## config.mk

```make
export PLATFORM = sky130hd
export DESIGN_NAME = decode_ctrl_pipe
export DESIGN_NICKNAME = d
export VERILOG_FILES = /design/src/rtl/cpu_ctrl_pkg.sv /design/src/rtl/ctrl_decode.sv /design/src/rtl/decode_ctrl_pipe.sv
export SDC_FILE = /design/constraint.sdc
export NUM_CORES = 1
export LEC_CHECK = 0
export ABC_AREA = 1
export BUFFER_PORTS_ARGS = -buffer_cell sky130_fd_sc_hd__buf_2
export CORE_MARGIN = 3
export CORE_UTILIZATION = 50
export CTS_CLUSTER_SIZE = 25
export DETAILED_ROUTE_END_ITERATION = 8
export GPL_TIMING_DRIVEN = 0
export PLACE_DENSITY = 0.76
export SLEW_MARGIN = 20
export SYNTH_ARGS = -nofsm -noshare
export SYNTH_HDL_FRONTEND = slang
export SYNTH_SLANG_ARGS = --single-unit
```

## constraint.sdc

```tcl
create_clock -name clk -period 1.8 [get_ports clk]
set_clock_uncertainty 0.1 [all_clocks]
set_input_delay 0.36 -clock clk [delete_from_list [all_inputs] [get_ports clk]]
set_output_delay 0.36 -clock clk [all_outputs]
set_load 0.02 [all_outputs]
```

## src/rtl/cpu_ctrl_pkg.sv

```systemverilog
// cpu_ctrl_pkg
// Shared definitions for the decode/control pipeline:
//   - opcode constants for the non-ALU instructions
//   - bit positions inside the 11-bit control word
//     {BranchReg,Branch,FlagEn,RegDst,ALUSrc | MemEnable,MemWrite,MemRead | PCSave,MemtoReg,RegWrite}
//   - encoding of the halt-sequencing FSM states
package cpu_ctrl_pkg;

  localparam int CW_W = 11;
  typedef logic [CW_W-1:0] ctrl_word_t;

  // WB field
  localparam int CW_REGWRITE  = 0;
  localparam int CW_MEMTOREG  = 1;
  localparam int CW_PCSAVE    = 2;
  // MEM field
  localparam int CW_MEMREAD   = 3;
  localparam int CW_MEMWRITE  = 4;
  localparam int CW_MEMENABLE = 5;
  // EX field
  localparam int CW_ALUSRC    = 6;
  localparam int CW_REGDST    = 7;
  localparam int CW_FLAGEN    = 8;
  localparam int CW_BRANCH    = 9;
  localparam int CW_BRANCHREG = 10;

  // Field boundaries used when splitting the word across stages
  localparam int EX_LSB  = 6;
  localparam int MEM_LSB = 3;

  localparam logic [3:0] OP_LD  = 4'h8;
  localparam logic [3:0] OP_ST  = 4'h9;
  localparam logic [3:0] OP_B   = 4'hC;
  localparam logic [3:0] OP_BR  = 4'hD;
  localparam logic [3:0] OP_PCS = 4'hE;
  localparam logic [3:0] OP_HLT = 4'hF;

  localparam logic [1:0] ST_RUN    = 2'b00;
  localparam logic [1:0] ST_DRAIN  = 2'b01;
  localparam logic [1:0] ST_HALTED = 2'b10;

endpackage

```

## src/rtl/ctrl_decode.sv

```systemverilog
// ctrl_decode
// Purely combinational opcode -> control-word decoder.
// Ports:
//   opcode_i  [OPW-1:0]  opcode of the instruction in ID
//   ctrl_o    [10:0]     control word (layout in cpu_ctrl_pkg)
// Opcodes that do not fit in 4 bits decode to an all-zero word.
module ctrl_decode
  import cpu_ctrl_pkg::*;
#(
  parameter int          OPW       = 4,
  parameter logic [15:0] FLAG_MASK = 16'h0077
) (
  input  logic [OPW-1:0] opcode_i,
  output ctrl_word_t     ctrl_o
);

  logic       opHigh;
  logic [3:0] op4;

  // Shifting rather than slicing keeps this legal when OPW is exactly 4.
  assign opHigh = |(opcode_i >> 4);
  assign op4    = opcode_i[3:0];

  // Decode table; FlagEn comes from the per-opcode mask parameter.
  always_comb begin
    ctrl_o = '0;
    if (!opHigh) begin
      case (op4)
        4'h0, 4'h1, 4'h2, 4'h3, 4'h7: begin
          ctrl_o[CW_REGDST]   = 1'b1;
          ctrl_o[CW_REGWRITE] = 1'b1;
        end
        4'h4, 4'h5, 4'h6, 4'hA, 4'hB: begin
          ctrl_o[CW_REGDST]   = 1'b1;
          ctrl_o[CW_REGWRITE] = 1'b1;
          ctrl_o[CW_ALUSRC]   = 1'b1;
        end
        OP_LD: begin
          ctrl_o[CW_ALUSRC]    = 1'b1;
          ctrl_o[CW_MEMREAD]   = 1'b1;
          ctrl_o[CW_MEMTOREG]  = 1'b1;
          ctrl_o[CW_MEMENABLE] = 1'b1;
          ctrl_o[CW_REGWRITE]  = 1'b1;
          ctrl_o[CW_REGDST]    = 1'b1;
        end
        OP_ST: begin
          ctrl_o[CW_ALUSRC]    = 1'b1;
          ctrl_o[CW_MEMWRITE]  = 1'b1;
          ctrl_o[CW_MEMENABLE] = 1'b1;
        end
        OP_B:   ctrl_o[CW_BRANCH]    = 1'b1;
        OP_BR:  ctrl_o[CW_BRANCHREG] = 1'b1;
        OP_PCS: begin
          ctrl_o[CW_REGWRITE] = 1'b1;
          ctrl_o[CW_PCSAVE]   = 1'b1;
          ctrl_o[CW_REGDST]   = 1'b1;
        end
        OP_HLT:  ctrl_o[CW_REGDST] = 1'b1;
        default: ctrl_o = '0;
      endcase
      ctrl_o[CW_FLAGEN] = FLAG_MASK[op4];
    end
  end

endmodule

```

## src/rtl/decode_ctrl_pipe.sv

```systemverilog
// decode_ctrl_pipe
// Decodes the ID instruction and carries its control bits down the
// ID/EX -> EX/MEM -> MEM/WB registers, and sequences HLT: once a HLT is
// accepted, fetch is held while the pipeline drains, then halted asserts.
// Ports:
//   clk, rst_n                   clock, synchronous active-low reset
//   id_valid, id_opcode          instruction in ID
//   stall, flush                 hold ID / kill ID (both insert a bubble)
//   ex_ctrl[4:0]                 {BranchReg,Branch,FlagEn,RegDst,ALUSrc}
//   mem_ctrl[2:0]                {MemEnable,MemWrite,MemRead}
//   wb_ctrl[2:0]                 {PCSave,MemtoReg,RegWrite}
//   ex_valid, mem_valid, wb_valid  stage holds a real instruction
//   fetch_hold                   fetch must stop (draining or halted)
//   halted                       HLT has fully drained
module decode_ctrl_pipe
  import cpu_ctrl_pkg::*;
#(
  parameter int          OPW          = 4,
  parameter int          DRAIN_CYCLES = 3,
  parameter logic [15:0] FLAG_MASK    = 16'h0077
) (
  input  logic           clk,
  input  logic           rst_n,
  input  logic           id_valid,
  input  logic [OPW-1:0] id_opcode,
  input  logic           stall,
  input  logic           flush,
  output logic [4:0]     ex_ctrl,
  output logic [2:0]     mem_ctrl,
  output logic [2:0]     wb_ctrl,
  output logic           ex_valid,
  output logic           mem_valid,
  output logic           wb_valid,
  output logic           fetch_hold,
  output logic           halted
);

  localparam int              CNT_W    = $clog2(DRAIN_CYCLES + 1);
  localparam logic [CNT_W-1:0] CNT_LOAD = CNT_W'(DRAIN_CYCLES - 1);

  ctrl_word_t       decodeWord;
  logic             accept;
  logic             hltCapture;

  ctrl_word_t       idEx_q, idEx_d;
  logic             idExValid_q, idExValid_d;
  logic [5:0]       exMem_q;
  logic             exMemValid_q;
  logic [2:0]       memWb_q;
  logic             memWbValid_q;
  logic [1:0]       state_q, state_d;
  logic [CNT_W-1:0] cnt_q, cnt_d;

  ctrl_decode #(
    .OPW      (OPW),
    .FLAG_MASK(FLAG_MASK)
  ) u_decode (
    .opcode_i(id_opcode),
    .ctrl_o  (decodeWord)
  );

  // Only a clean, unstalled, unflushed instruction while running gets in;
  // everything else (including all of DRAIN/HALTED) becomes a bubble.
  assign accept     = id_valid && !stall && !flush && (state_q == ST_RUN);
  assign hltCapture = accept && (id_opcode == OPW'(OP_HLT));

  // ID/EX next value: the decoded word or an all-zero bubble.
  always_comb begin
    idEx_d      = accept ? decodeWord : '0;
    idExValid_d = accept;
  end

  // Halt sequencing. The counter is loaded with DRAIN_CYCLES-1 so that
  // HALTED is entered exactly DRAIN_CYCLES edges after the HLT capture.
  always_comb begin
    state_d = state_q;
    cnt_d   = cnt_q;
    case (state_q)
      ST_RUN: begin
        if (hltCapture) begin
          state_d = ST_DRAIN;
          cnt_d   = CNT_LOAD;
        end
      end
      ST_DRAIN: begin
        if (cnt_q == '0) state_d = ST_HALTED;
        else             cnt_d   = cnt_q - CNT_W'(1);
      end
      ST_HALTED: state_d = ST_HALTED;
      default:   state_d = ST_RUN;
    endcase
  end

  // Pipeline registers and FSM. Later stages shift every cycle regardless
  // of stall, so stalled instructions drain out ahead of the bubble.
  always_ff @(posedge clk) begin
    if (!rst_n) begin
      idEx_q       <= '0;
      idExValid_q  <= 1'b0;
      exMem_q      <= '0;
      exMemValid_q <= 1'b0;
      memWb_q      <= '0;
      memWbValid_q <= 1'b0;
      state_q      <= ST_RUN;
      cnt_q        <= '0;
    end else begin
      idEx_q       <= idEx_d;
      idExValid_q  <= idExValid_d;
      exMem_q      <= idEx_q[5:0];
      exMemValid_q <= idExValid_q;
      memWb_q      <= exMem_q[2:0];
      memWbValid_q <= exMemValid_q;
      state_q      <= state_d;
      cnt_q        <= cnt_d;
    end
  end

  assign ex_ctrl    = idEx_q[CW_W-1:EX_LSB];
  assign mem_ctrl   = exMem_q[5:MEM_LSB];
  assign wb_ctrl    = memWb_q;
  assign ex_valid   = idExValid_q;
  assign mem_valid  = exMemValid_q;
  assign wb_valid   = memWbValid_q;
  assign fetch_hold = (state_q != ST_RUN);
  assign halted     = (state_q == ST_HALTED);

endmodule

```

# Word-level counts from Yosys, hierarchy flattened

Memories as Yosys holds them, arrays and structs flattened. A register that Yosys moved wholly into a read port is not among the register bits.
Cells that the tools add are included.

Register bits after elaboration: 27
Latch bits: 0
Memory bits (writable): 0
Bits in read-only memories: 16
Bits of input ports: 9
Output and inout port bits: 16
Logic and storage cells: 66
Memories: 1

Memory list:

| name            | depth | width | rd ports | clocked after memory_dff | wr ports | line              | text |
|---|---|---|---|---|---|---|---|
| (no name shown) | 16    | 1     | 1        | 1                        | 0        | ctrl_decode.sv:61 | `ctrl_o[CW_FLAGEN] = FLAG_MASK[op4];` |

Add/sub/neg operators: 1
Multipliers: 0
Divide/modulo/power cells: 0
Order comparisons: 1
Equal/unequal tests: 20
Shift-type cells: 0
Mux-type cells: 16
Bitwise logic cells: 0
Reduce and logical (&&, ||, !) cells: 19

Operators with widths:

| kind                  | count |
|---|---|
| $eq A4 B4 Y1 const B  | 8 |
| $eq A4 B3 Y1 const B  | 4 |
| $reduce_or A13 Y1     | 1 |
| $reduce_or A12 Y1     | 1 |
| $mux W1               | 10 |
| $eq A4 B2 Y1 const B  | 2 |
| $mux W2               | 4 |
| $reduce_or A7 Y1      | 1 |
| $ne A2 B2 Y1 const B  | 3 |
| $pmux W2 S3           | 1 |
| $lt A4 B5 Y1 const B  | 1 |
| $eq A4 B1 Y1 const B  | 1 |
| $logic_and A1 B1 Y1   | 4 |
| $logic_not A2 Y1      | 2 |
| $logic_not A4 Y1      | 1 |
| $pmux W2 S2           | 1 |
| $reduce_and A2 Y1     | 2 |
| $reduce_bool A2 Y1    | 2 |
| $logic_not A1 Y1      | 3 |
| $reduce_and A3 Y1     | 1 |
| $eq A2 B1 Y1 const B  | 1 |
| $eq A2 B2 Y1 const B  | 1 |
| $reduce_or A2 Y1      | 1 |
| $sub A2 B1 Y2 const B | 1 |

# Longest topological paths before layout

Gate-level depths: netlist of the first run.

Word-level depth: 7
Mapped depth: 9
Mapped depth without buffers: 9

# By module

Synthesis of the first run repeated with hierarchy kept, for this count alone.

Cells, all modules: 152
Area total of the unflattened synthesis: 1114.8 µm²

By module, submodules not included:

| module           | instances | cells each | area each (µm²) | sequential area each (µm²) |
|---|---|---|---|---|
| decode_ctrl_pipe | 1         | 128        | 1014.7          | 540.5 |
| ctrl_decode      | 1         | 24         | 100.1           | 0.0 |

# Worst setup path before layout of the first run

No wires, ideal clock.

Kind: register to register
Start: register state_q[0]
End: register cnt_q[1]
Library setup time: 115 ps
Arrival: 1106 ps
Data required time: 1585 ps
Path slack: 479 ps
Stages on the path, launching flop included: 10
Buffers on the path: 0
Clock period less this slack: 1321 ps
Path through: dfxtp_1 inv_1 ha_1 nand2_2 nor2_4 nand2_1 nand2_2 nand3_1 nand2_1 nor2_1

Cells in the longest elaborated chain, start to end: 5
Elaborated cells between the ends (all ways): 9
Those cells by class: eq/ne (3); mux (1); reduce/logical (5)

Ends and longest elaborated chain:

| item                        | line                                           | text |
|---|---|---|
| start: declaration          | decode_ctrl_pipe.sv:51                         | `logic [1:0] state_q, state_d;` |
| start signal: assignment    | decode_ctrl_pipe.sv:113                        | `state_q <= state_d;` |
| $logic_not A2 Y1            | decode_ctrl_pipe.sv:64, decode_ctrl_pipe.sv:78 |  |
| $logic_and A1 B1 Y1         | decode_ctrl_pipe.sv:64                         | `assign accept = id_valid && !stall && !flush && (state_q == ST_RUN);` |
| $logic_and A1 B1 Y1         | decode_ctrl_pipe.sv:65                         | `assign hltCapture = accept && (id_opcode == OPW'(OP_HLT));` |
| $ne A2 B2 Y1 (no line)      | -                                              |  |
| $reduce_and A3 Y1 (no line) | -                                              |  |
| end signal: assignment      | decode_ctrl_pipe.sv:114                        | `cnt_q <= cnt_d;` |
| end: declaration            | decode_ctrl_pipe.sv:52                         | `logic [CNT_W-1:0] cnt_q, cnt_d;` |

Several ways; a longest one is shown, not always the timed one.
A chain may end at the register's enable or synchronous reset.

# Worst setup path after layout of the first run

Start: register state_q[0]
End: output port fetch_hold

Cells in the longest elaborated chain, start to end: 1

Ends and longest elaborated chain:

| item               | line                    | text |
|---|---|---|
| $reduce_bool A2 Y1 | decode_ctrl_pipe.sv:124 | `assign fetch_hold = (state_q != ST_RUN);` |
| end: declaration   | decode_ctrl_pipe.sv:34  | `output logic fetch_hold,` |

No other way between the ends.

==> results of run 1 <==
[stage by stage]
step	std cells	area (um2)
floorplan	122	996
global placement	171	1150
detailed placement	171	1150
CTS	175	1170
global route	175	1180
finish	175	1180
[registers in the layout (all words and copies together), names as in the netlist]
name / flops
wb_ctrl: 3
ex_valid: 1
idEx_q: 10
mem_valid: 1
wb_valid: 1
state_q: 2
cnt_q: 2
exMem_q: 5
[what timing repair did]
item                       4_1_cts  5_1_grt
resized for setup                0        2
buffers inserted                 0        0
setup endpoints to repair        0        1
[power groups by stage]
stage / registers (mW) / clock network (mW) / logic, mW
after floorplan: 0.616 / 0 / 0.237
after global placement: 0.615 / 0 / 0.298
after detailed placement: 0.617 / 0 / 0.317
after CTS: 0.605 / 0.246 / 0.318
after global routing: 0.612 / 0.273 / 0.358
final: 0.608 / 0.239 / 0.316
[placed cells by master, fill, tap and decap left out, types with 2 or more instances in the layout]
| cell | count |
|---|---|
| dfxtp_1 | 23 |
| inv_1 | 26 |
| buf_2 | 24 |
| nor2_2 | 2 |
| nand2_2 | 4 |
| nor2_1 | 8 |
| nand3_1 | 5 |
| dfxtp_2 | 2 |
| nand2_1 | 24 |
| ha_1 | 5 |
| buf_4 | 8 |
| nor4_1 | 2 |
| a21oi_1 | 6 |
| clkbuf_4 | 3 |
[routing by layer]
layer | up-vias | track usage [%] | wire length [um]
li1 | 410 | - | -
met1 | 349 | 15.9 | 709
met2 | 21 | 25.7 | 805
met3 | 0 | 3.56 | 95
met4 | 0 | 4.04 | 0
met5 | - | 0 | 0
[area by class of cell]
type,instances,area (um2),area share [%]
Tap cell,25,31.3,2.66
Sequential cell,25,503,42.7
Buffer,9,63.8,5.42
Clock buffer,3,22.5,1.91
Multi-Input combinational cell,61,330,28.1
Clock inverter,1,5.00,0.425
Timing Repair Buffer,24,120,10.2
Inverter,27,101,8.61
[final timing paths]
path	start	to	slack [ns]	depth (start not counted)
worst max-delay path	state_q[0]	fetch_hold	0.10	4
worst max register to register	state_q[1]	cnt_q[0]	0.31	9
worst min-delay path	id_opcode[0]	idEx_q[9]	0.16	2
worst min register to register	exMem_q[2]	wb_ctrl[2]	0.33	2
[logic make-up after synthesis]
group,count (synthesis),synth area share [%]
fa+ha+maj,5,6.28
buf+inv,36,16.6
compound gates,8,4.15
simple gates,48,22.7
flops,25,50.3
==> summary.md, run 1 <==
| Metric | Value |
|---|---|
| Crit-path cells | inv_1 > ha_1 > inv_1 > buf_2 |
| Hold buffer count at cts | 0 |
| Synth unique cells | 18 |
| FILL cells | 181 |
| CTS Buf Count | 3 |
| Critical path arrival | 1.24 ns |
| DR iter-0 viols | 10 |
| Slew margin rel. | 74.6% |
| Highest cell delay on the worst timing path | 0.37 ns |
| Antenna violations before repair | 0 |
| PwrDens | 987 mW/mm2 |
| Starting density of the core | 55.3% |
| CTS root buffer | clkbuf_4 |
| Setup Crit Path Kind | flip-flop to output port |
| Worst hold path type | input port to flip-flop |
| GRT Total Usage | 14.0% |
| Final nets | 165 |
| Vias in the first global route | 726 |
| Clock sinks | 25 |
| # H-tree levels | 1 |
| Synthesized netlist net count | 136 |
| Seq/Total Area, Yosys | 50.3% |
| Max Buffers Root-to-Sink | 2 |
| Crit-path max FO | 3 |
| Final setup violation count | 0 |
| Post-Syn Instances | 122 |
| Synth Register Bits | 25 |
| Total power draw | 1.16 mW |
| Global route overflow | 0 |
| RSZ-0062 raised after global routing | false |
| Share of cells above drive strength 1 | 32.0% |
| Share of the synthesized area in the top cell type | 50.3% |
| PortBufs | 24 |
| Outcome | complete, no violations |
| Psw | 0.378 mW |
| Most frequent cells after synthesis | 26 x inv_1, 25 x dfxtp_1, 24 x nand2_1 |
| Number of max-cap violations | 0 |
| Sequential share of power | 52.3% |
| Fin crit share | 94.2% |
| Drt first pass iters | 4 |
| Total die area | 0.00256 mm2 |
| Hpwl dp | 1.30 mm |
| Leakage | 0.685 nW |
| Largest net degree at the start of global routing | 15 |
| EDFF count, synth | 0 |
| Sum Neg Setup Slack | 0 ns |
| Placement Rows | 15 |
| Setup WS pre-CTS | 0.332 ns |
| Routed Antenna Nets | 0 |
| Worst EP required | 1.34 ns |
| Period minus WS final | 1.70 ns |
| Area leader, netlist | dfxtp_1 |
| Antenna cell count | 0 |
| Gpl congestion | 0.867 |
| Post-route setup slack | 0.105 ns |
| Core area | 0.00180 mm2 |
| Buf/Inv on CP | 3 |
| Worst slew pin tran | 0.381 ns |
| Synth async-reset ratio | 0% |
| Largest cells by area after synthesis | dfxtp_1 50%, inv_1 9.8%, nand2_1 9.0% |
| Die X-Extent | 50.6 um |
| P_int | 0.785 mW |
| Die Height | 50.6 um |
| Worst skew pair latency | 0.30 ns |
| CP Capture Type | output port |
| Crit path max-delay family | flip-flops |
| Syn avg cell area | 8.16 um2 |
| Via count | 780 |
| IO Pins | 25 |
| Routed len/inst | 9.19 um |
| CTS tree | yes |
| CP max-delay cell | dfxtp_2 |
| Worst IR Drop VDD | 824 uV |
| Drt drc | 0 |
| Final Max Tran Viols | 0 |
| Combinational fraction of design power | 27.2% |
| Ys flop type | dfxtp_1 |
| Clock share of power | 20.5% |
| WHS | 0.161 ns |
| Final wirelength | 1.61 mm |
| Core Util, Final | 65.3% |
| Fin. Hold Viols | 0 |
| Count leader, synth | inv_1 |
| Syn-to-layout area delta | 18.2% |
| Vias/cell | 4.46 |
| Clk slew on worst S/H paths | 0.13 ns |
| First-pass GRT wire length | 2.79 mm |
| YS warnings | 0 |
| Worst Setup Start Kind | flip-flop |
| Sw frac | 32.5% |
| Critical path's most frequent cell | inv_1 |
| Fmax | 0.590 GHz |
| Cell area after synthesis | 996 um2 |
No activity file was read; power rests on OpenSTA's default activity.
==> run 2: changes to the inputs <==
ABC_AREA = 0   (was 1)
CORE_UTILIZATION = 51   (was 50)
==> run 2 against run 1 <==
  * Synthesized area increased by 8.8%
  * Combinational power rose by 23%
  * Utilization fell by 0.20 points
  * Power up 6.1%
  * First-iteration DRC count rose by 90%
  * Largest power group unchanged
==> summary.md, run 2 <==
| Metric | Value |
|---|---|
| Outcome | complete, no violations |
| Max Buffers Root-to-Sink | 2 |
| Global route overflow | 0 |
| Fmax | 0.582 GHz |
| Critical path arrival | 1.86 ns |
| Max reg flops | 10 |
| Routed Antenna Nets | 0 |
| Top reg by flops | idEx_q |
| Drt drc | 0 |
| Antenna violations before repair | 0 |
| Worst skew pair latency | 0.31 ns |
| Ys flop type | dfxtp_1 |
| Slew margin rel. | 72.9% |
| Clk slew on worst S/H paths | 0.13 ns |
| YS warnings | 0 |
| Worst Setup SP | state_q[1] |
| PortBufs | 21 |
| Fin crit share | 95.5% |
| Setup Crit Path Kind | flip-flop to flip-flop |
| Vias/cell | 5.09 |
| FF-to-FF End | idEx_q[4] |
| Share of cells above drive strength 1 | 39.1% |
| Final wirelength | 1.87 mm |
| Starting density of the core | 54.7% |
| GRT Total Usage | 15.6% |
| Worst Setup Start Kind | flip-flop |
| Number of max-cap violations | 0 |
| Via count | 814 |
| Worst EP required | 1.94 ns |
| Most frequent cells after synthesis | 25 x dfxtp_1, 10 x and2_1, 9 x inv_1 |
| Fin. Hold Viols | 0 |
| Synthesized netlist net count | 120 |
| DR iter-0 viols | 19 |
| Clock sinks | 25 |
| EDFF count, synth | 0 |
| Cell area after synthesis | 0.00108 mm2 |
| Total die area | 0.00271 mm2 |
| Count leader, synth | dfxtp_1 |
| Worst IR Drop VDD | 546 uV |
| Post-Syn Instances | 106 |
| RSZ-0062 raised after global routing | false |
| Die Height | 52.1 um |
| IO Pins | 25 |
| Worst Reg-to-Reg Cells | 7 |
| Routed len/inst | 11.7 um |
| Buf/Inv on CP | 4 |
| Largest net degree at the start of global routing | 16 |
| Core area | 0.00198 mm2 |
| Launching point of the worst reg2reg path | state_q[1] |
| Total power draw | 1.23 mW |
| Final Max Tran Viols | 0 |
| Drt first pass iters | 4 |
| Die X-Extent | 52.1 um |
| Period minus WS final | 1.72 ns |
| Crit-path max FO | 10 |
| CP Capture Type | flip-flop |
| Highest cell delay on the worst timing path | 0.39 ns |
| Placement Rows | 16 |
| Crit. path cell count | 7 |
| Area leader, netlist | dfxtp_1 |
| CTS root buffer | clkbuf_4 |
| Final nets | 148 |
| Post-route setup slack | 0.0804 ns |
| First-pass GRT wire length | 3.08 mm |
| CTS Buf Count | 3 |
| PwrDens | 955 mW/mm2 |
| Crit path max-delay family | simple AND/OR/NAND/NOR gates |
| Seq/Total Area, Yosys | 46.2% |
| CTS tree | yes |
| Syn-to-layout area delta | 19.2% |
| Synth async-reset ratio | 0% |
| Leakage | 0.581 nW |
| Share of the synthesized area in the top cell type | 46.2% |
| Setup WS pre-CTS | -0.0556 ns |
| Syn avg cell area | 10.2 um2 |
| Crit-path cells | inv_2 > ha_1 > buf_6 > inv_4 > or3_4 > buf_6 > nor4b_4 |
| # H-tree levels | 1 |
| Worst slew pin tran | 0.406 ns |
| Critical path's most frequent cell | buf_6 |
| Hpwl dp | 1.35 mm |
| Vias in the first global route | 712 |
| Worst hold path type | input port to flip-flop |
| Largest cells by area after synthesis | dfxtp_1 46%, and2_1 5.8%, ha_1 5.8% |
| Final setup violation count | 0 |
| Gpl congestion | 0.824 |
| Flop2flop setup slack | 0.08 ns |
| Antenna cell count | 0 |
| Hold buffer count at cts | 0 |
| Most frequent cells in the layout | 23 x dfxtp_1, 22 x buf_2, 10 x and2_1, 10 x buf_4, 6 x inv_1 |
| Synth unique cells | 32 |
| WHS | 0.195 ns |
| Setup crit end | idEx_q[4] |
| CP max-delay cell | or3_4 |
| Synth Register Bits | 25 |
| Most common cell after layout, fill and taps aside | dfxtp_1 |
## run 2: cell count changes after synthesis, sizes merged, moves of 3 or more
cell and delta:
buf +4, a21oi -3, nor4b +3, nand2b +3
inv -18, nor2 -11, nand3 -3, o2111ai +4
o221ai +4, a31oi +3, and2 +10, nand2 -26
## run 2: metrics by stage
step	cells	cell area [um2]	utilization, %	TNS [ns]
after floorplan	106	1080	-	0
after global placement	154	1220	61.7	-0.0165
after detailed placement	154	1220	61.7	-0.164
after CTS	159	1270	64.3	0
after global routing	160	1290	65.2	0
final	160	1290	65.2	0
## run 2: cell type report
cell class	count	area (um2)
multi-input cells	58	462
plain buffers	14	100
well taps	27	33.8
clock inverters	1	7.51
inverters	9	36.3
fillers	175	691
clock buffers	3	22.5
flip-flops and latches	25	503
repair buffers	23	126
## run 2: worst min path at each step
stage / from / endpoint / slack, ns / depth (start not counted)
6_report: id_opcode[3] / idEx_q[0] / 0.19 / 2
3_5_place_dp: idEx_q[0] / exMem_q[0] / 0.32 / 1
2_1_floorplan: idEx_q[0] / exMem_q[0] / 0.31 / 1
3_3_place_gp: exMem_q[2] / wb_ctrl[2] / 0.31 / 1
5_1_grt: id_opcode[3] / idEx_q[7] / 0.17 / 2
4_1_cts: id_opcode[3] / idEx_q[0] / 0.17 / 2
## run 2: worst reg2reg max path: cells and delay by family (launching register included)
family / cells / cell delay, ns
AND/OR/NAND/NOR: 2 / 0.62
buffers and inverters: 4 / 0.42
adder cells (fa/ha/maj): 1 / 0.15
flip-flops: 1 / 0.36
## run 2: cell families after synthesis
logic type / share of synthesized area (%)
AND/OR/NAND/NOR: 24.0
AO/OA/AOI/OAI: 11.3
flip-flops: 46.2
adder cells (fa/ha/maj): 6.70
buffers and inverters: 11.8
## run 2: metal layers
layer	part of all wire, %	wire, um	global-route usage [%]
met2	46	861	22.0
met1	46	861	20.6
met4	1.8	34	7.86
met5	0	0	0
met3	6.2	116	6.02
## run 2: what timing repair did
action,in CTS,in global routing
endpoints found under the setup margin,7,6
buffers inserted,1,1
gates resized for setup,7,4
## run 2: power breakdown
group | internal (mW) | switching, mW
Combinational | 0.174 | 0.215
Clock | 0.0849 | 0.162
Sequential | 0.582 | 0.0149
==> run 3: changes to the inputs <==
--- a/config.mk
+++ b/config.mk
@@ -14,4 +14,5 @@
 export GPL_TIMING_DRIVEN = 0
 export PLACE_DENSITY = 0.76
+export RECOVER_POWER = 50
 export SLEW_MARGIN = 20
 export SYNTH_ARGS = -nofsm -noshare
==> constraint.sdc (replaced) <==
create_clock -name clk -period 1.8 [get_ports clk]
set_clock_uncertainty 0.1 [all_clocks]
set_input_delay 0.36 -clock clk [delete_from_list [all_inputs] [get_ports clk]]
set_output_delay 0.36 -clock clk [all_outputs]
set_load 0.01 [all_outputs]
==> run 3 against run 2 <==
  * Clock power increased by 2%
  * Utilization decreased by 0.32 points
  * Setup slack improved by 0.016 ns
  * Worst hold slack got worse by 0.0081 ns
  * Highest routed layer unchanged
  * Sequential power increased by 2%
  * Critical path type is now flip-flop to output port
  * Global-route usage decreased by 0.12 points
  * Routed wire length increased by 0.27%
  * Maximum frequency increased by 0.92%
  * Largest power group unchanged
  * Sequential share of layout area increased by 0.38 points
==> summary.md, run 3 (synthesized netlist as in run 2, its figures left out) <==
| Metric | Value |
|---|---|
| Vias in the first global route | 707 |
| Global route overflow | 0 |
| Gpl congestion | 0.824 |
| Largest net degree at the start of global routing | 16 |
| Clk slew on worst S/H paths | 0.13 ns |
| Final Max Tran Viols | 0 |
| CP Capture Type | output port |
| DR iter-0 viols | 16 |
| Leakage | 0.533 nW |
| CTS root buffer | clkbuf_4 |
| CTS tree | yes |
| Fin crit share | 94.7% |
| # H-tree levels | 1 |
| First-pass GRT wire length | 3.06 mm |
| Antenna cell count | 0 |
| Syn-to-layout area delta | 18.6% |
| Worst skew pair latency | 0.32 ns |
| Worst EP required | 1.34 ns |
| Top reg by flops | idEx_q |
| PwrDens | 973 mW/mm2 |
| Slew margin rel. | 73.3% |
| CP max-delay cell | dfxtp_4 |
| Final wirelength | 1.88 mm |
| Number of max-cap violations | 0 |
| Total die area | 0.00271 mm2 |
| Worst slew pin tran | 0.400 ns |
| Final setup violation count | 0 |
| Worst hold path type | input port to flip-flop |
| Max Buffers Root-to-Sink | 2 |
| Antenna violations before repair | 0 |
| CTS Buf Count | 3 |
| Crit path max-delay family | flip-flops |
| Worst IR Drop VDD | 575 uV |
| Critical path arrival | 1.24 ns |
| Drt first pass iters | 4 |
| IO Pins | 25 |
| Crit-path cells | inv_2 > ha_1 > buf_6 > inv_2 > buf_6 |
| GRT Total Usage | 15.5% |
| PortBufs | 21 |
| Hold buffer count at cts | 0 |
| Fmax | 0.587 GHz |
| Starting density of the core | 54.7% |
| Crit-path max FO | 4 |
| Routed Antenna Nets | 0 |
| Placement Rows | 16 |
| Share of cells above drive strength 1 | 31.3% |
| Clock sinks | 25 |
| Most frequent cells in the layout | 23 x dfxtp_1, 13 x clkbuf_1, 11 x buf_2, 11 x buf_4, 6 x inv_1 |
| Worst Setup Start Kind | flip-flop |
| Buf/Inv on CP | 4 |
| Die X-Extent | 52.1 um |
| Worst Reg-to-Reg Cells | 7 |
| Hpwl dp | 1.35 mm |
| Fin. Hold Viols | 0 |
| Outcome | complete, no violations |
| Setup Crit Path Kind | flip-flop to output port |
| Max reg flops | 10 |
| RSZ-0062 raised after global routing | false |
| Via count | 815 |
| Crit. path cell count | 5 |
| Core Util, Final | 64.8% |
| Final nets | 149 |
| Cell Area, Placed | 0.00122 mm2 |
| Fin area | 0.00128 mm2 |
| Die Height | 52.1 um |
| Period minus WS final | 1.70 ns |
| Highest cell delay on the worst timing path | 0.38 ns |
| Drt drc | 0 |
| Vias/cell | 5.06 |
| Most common cell after layout, fill and taps aside | dfxtp_1 |
| Routed len/inst | 11.7 um |
| Worst hold path stage count | 2 |
| Total power draw | 1.25 mW |
| Core area | 0.00198 mm2 |
## run 3: power breakdown
part           internal, mW  total, mW  switching, mW
Combinational         0.195      0.392          0.197
Sequential            0.587      0.607         0.0198
Clock                0.0850      0.251          0.166
## run 3: per-layer routing
layer  vias to the layer above  part of all wire [%]  global-route usage [%]
met5                         -                     0                       0
met2                        33                    45                    21.8
li1                        419                     -                       -
met1                       358                    45                    20.4
met3                         5                   8.0                    6.02
met4                         0                   1.8                    7.86
## run 3: area by class of cell
class	count	area (um2)
plain buffers	14	98.8
clock buffers	3	22.5
clock inverters	1	7.51
fillers	177	697
inverters	9	33.8
multi-input cells	58	462
flip-flops and latches	25	505
well taps	27	33.8
repair buffers	24	121
## run 3: repair_timing
item	CTS	global route
gates resized for setup	7	3
setup endpoints to repair	7	5
gates cloned	0	0
setup buffers	0	3
## run 3: stage by stage
step | setup TNS [ns] | cells | worst slack (ns) | hold WS [ns]
2_1_floorplan | 0 | 106 | 0.0538 | 0.312
3_3_place_gp | -0.0165 | 154 | -0.0165 | 0.313
3_5_place_dp | -0.164 | 154 | -0.0556 | 0.317
4_1_cts | 0 | 158 | 0.0146 | 0.167
5_1_grt | 0 | 161 | 0.0136 | 0.168
6_report | 0 | 161 | 0.0961 | 0.187
## run 3: path summary, 6_finish.rpt
path                 from         end  slack (ns)
max            state_q[0]  fetch_hold         0.1
min          id_opcode[3]   idEx_q[0]        0.19
max reg2reg    state_q[0]   idEx_q[4]         0.1
min reg2reg     idEx_q[0]  exMem_q[0]        0.34
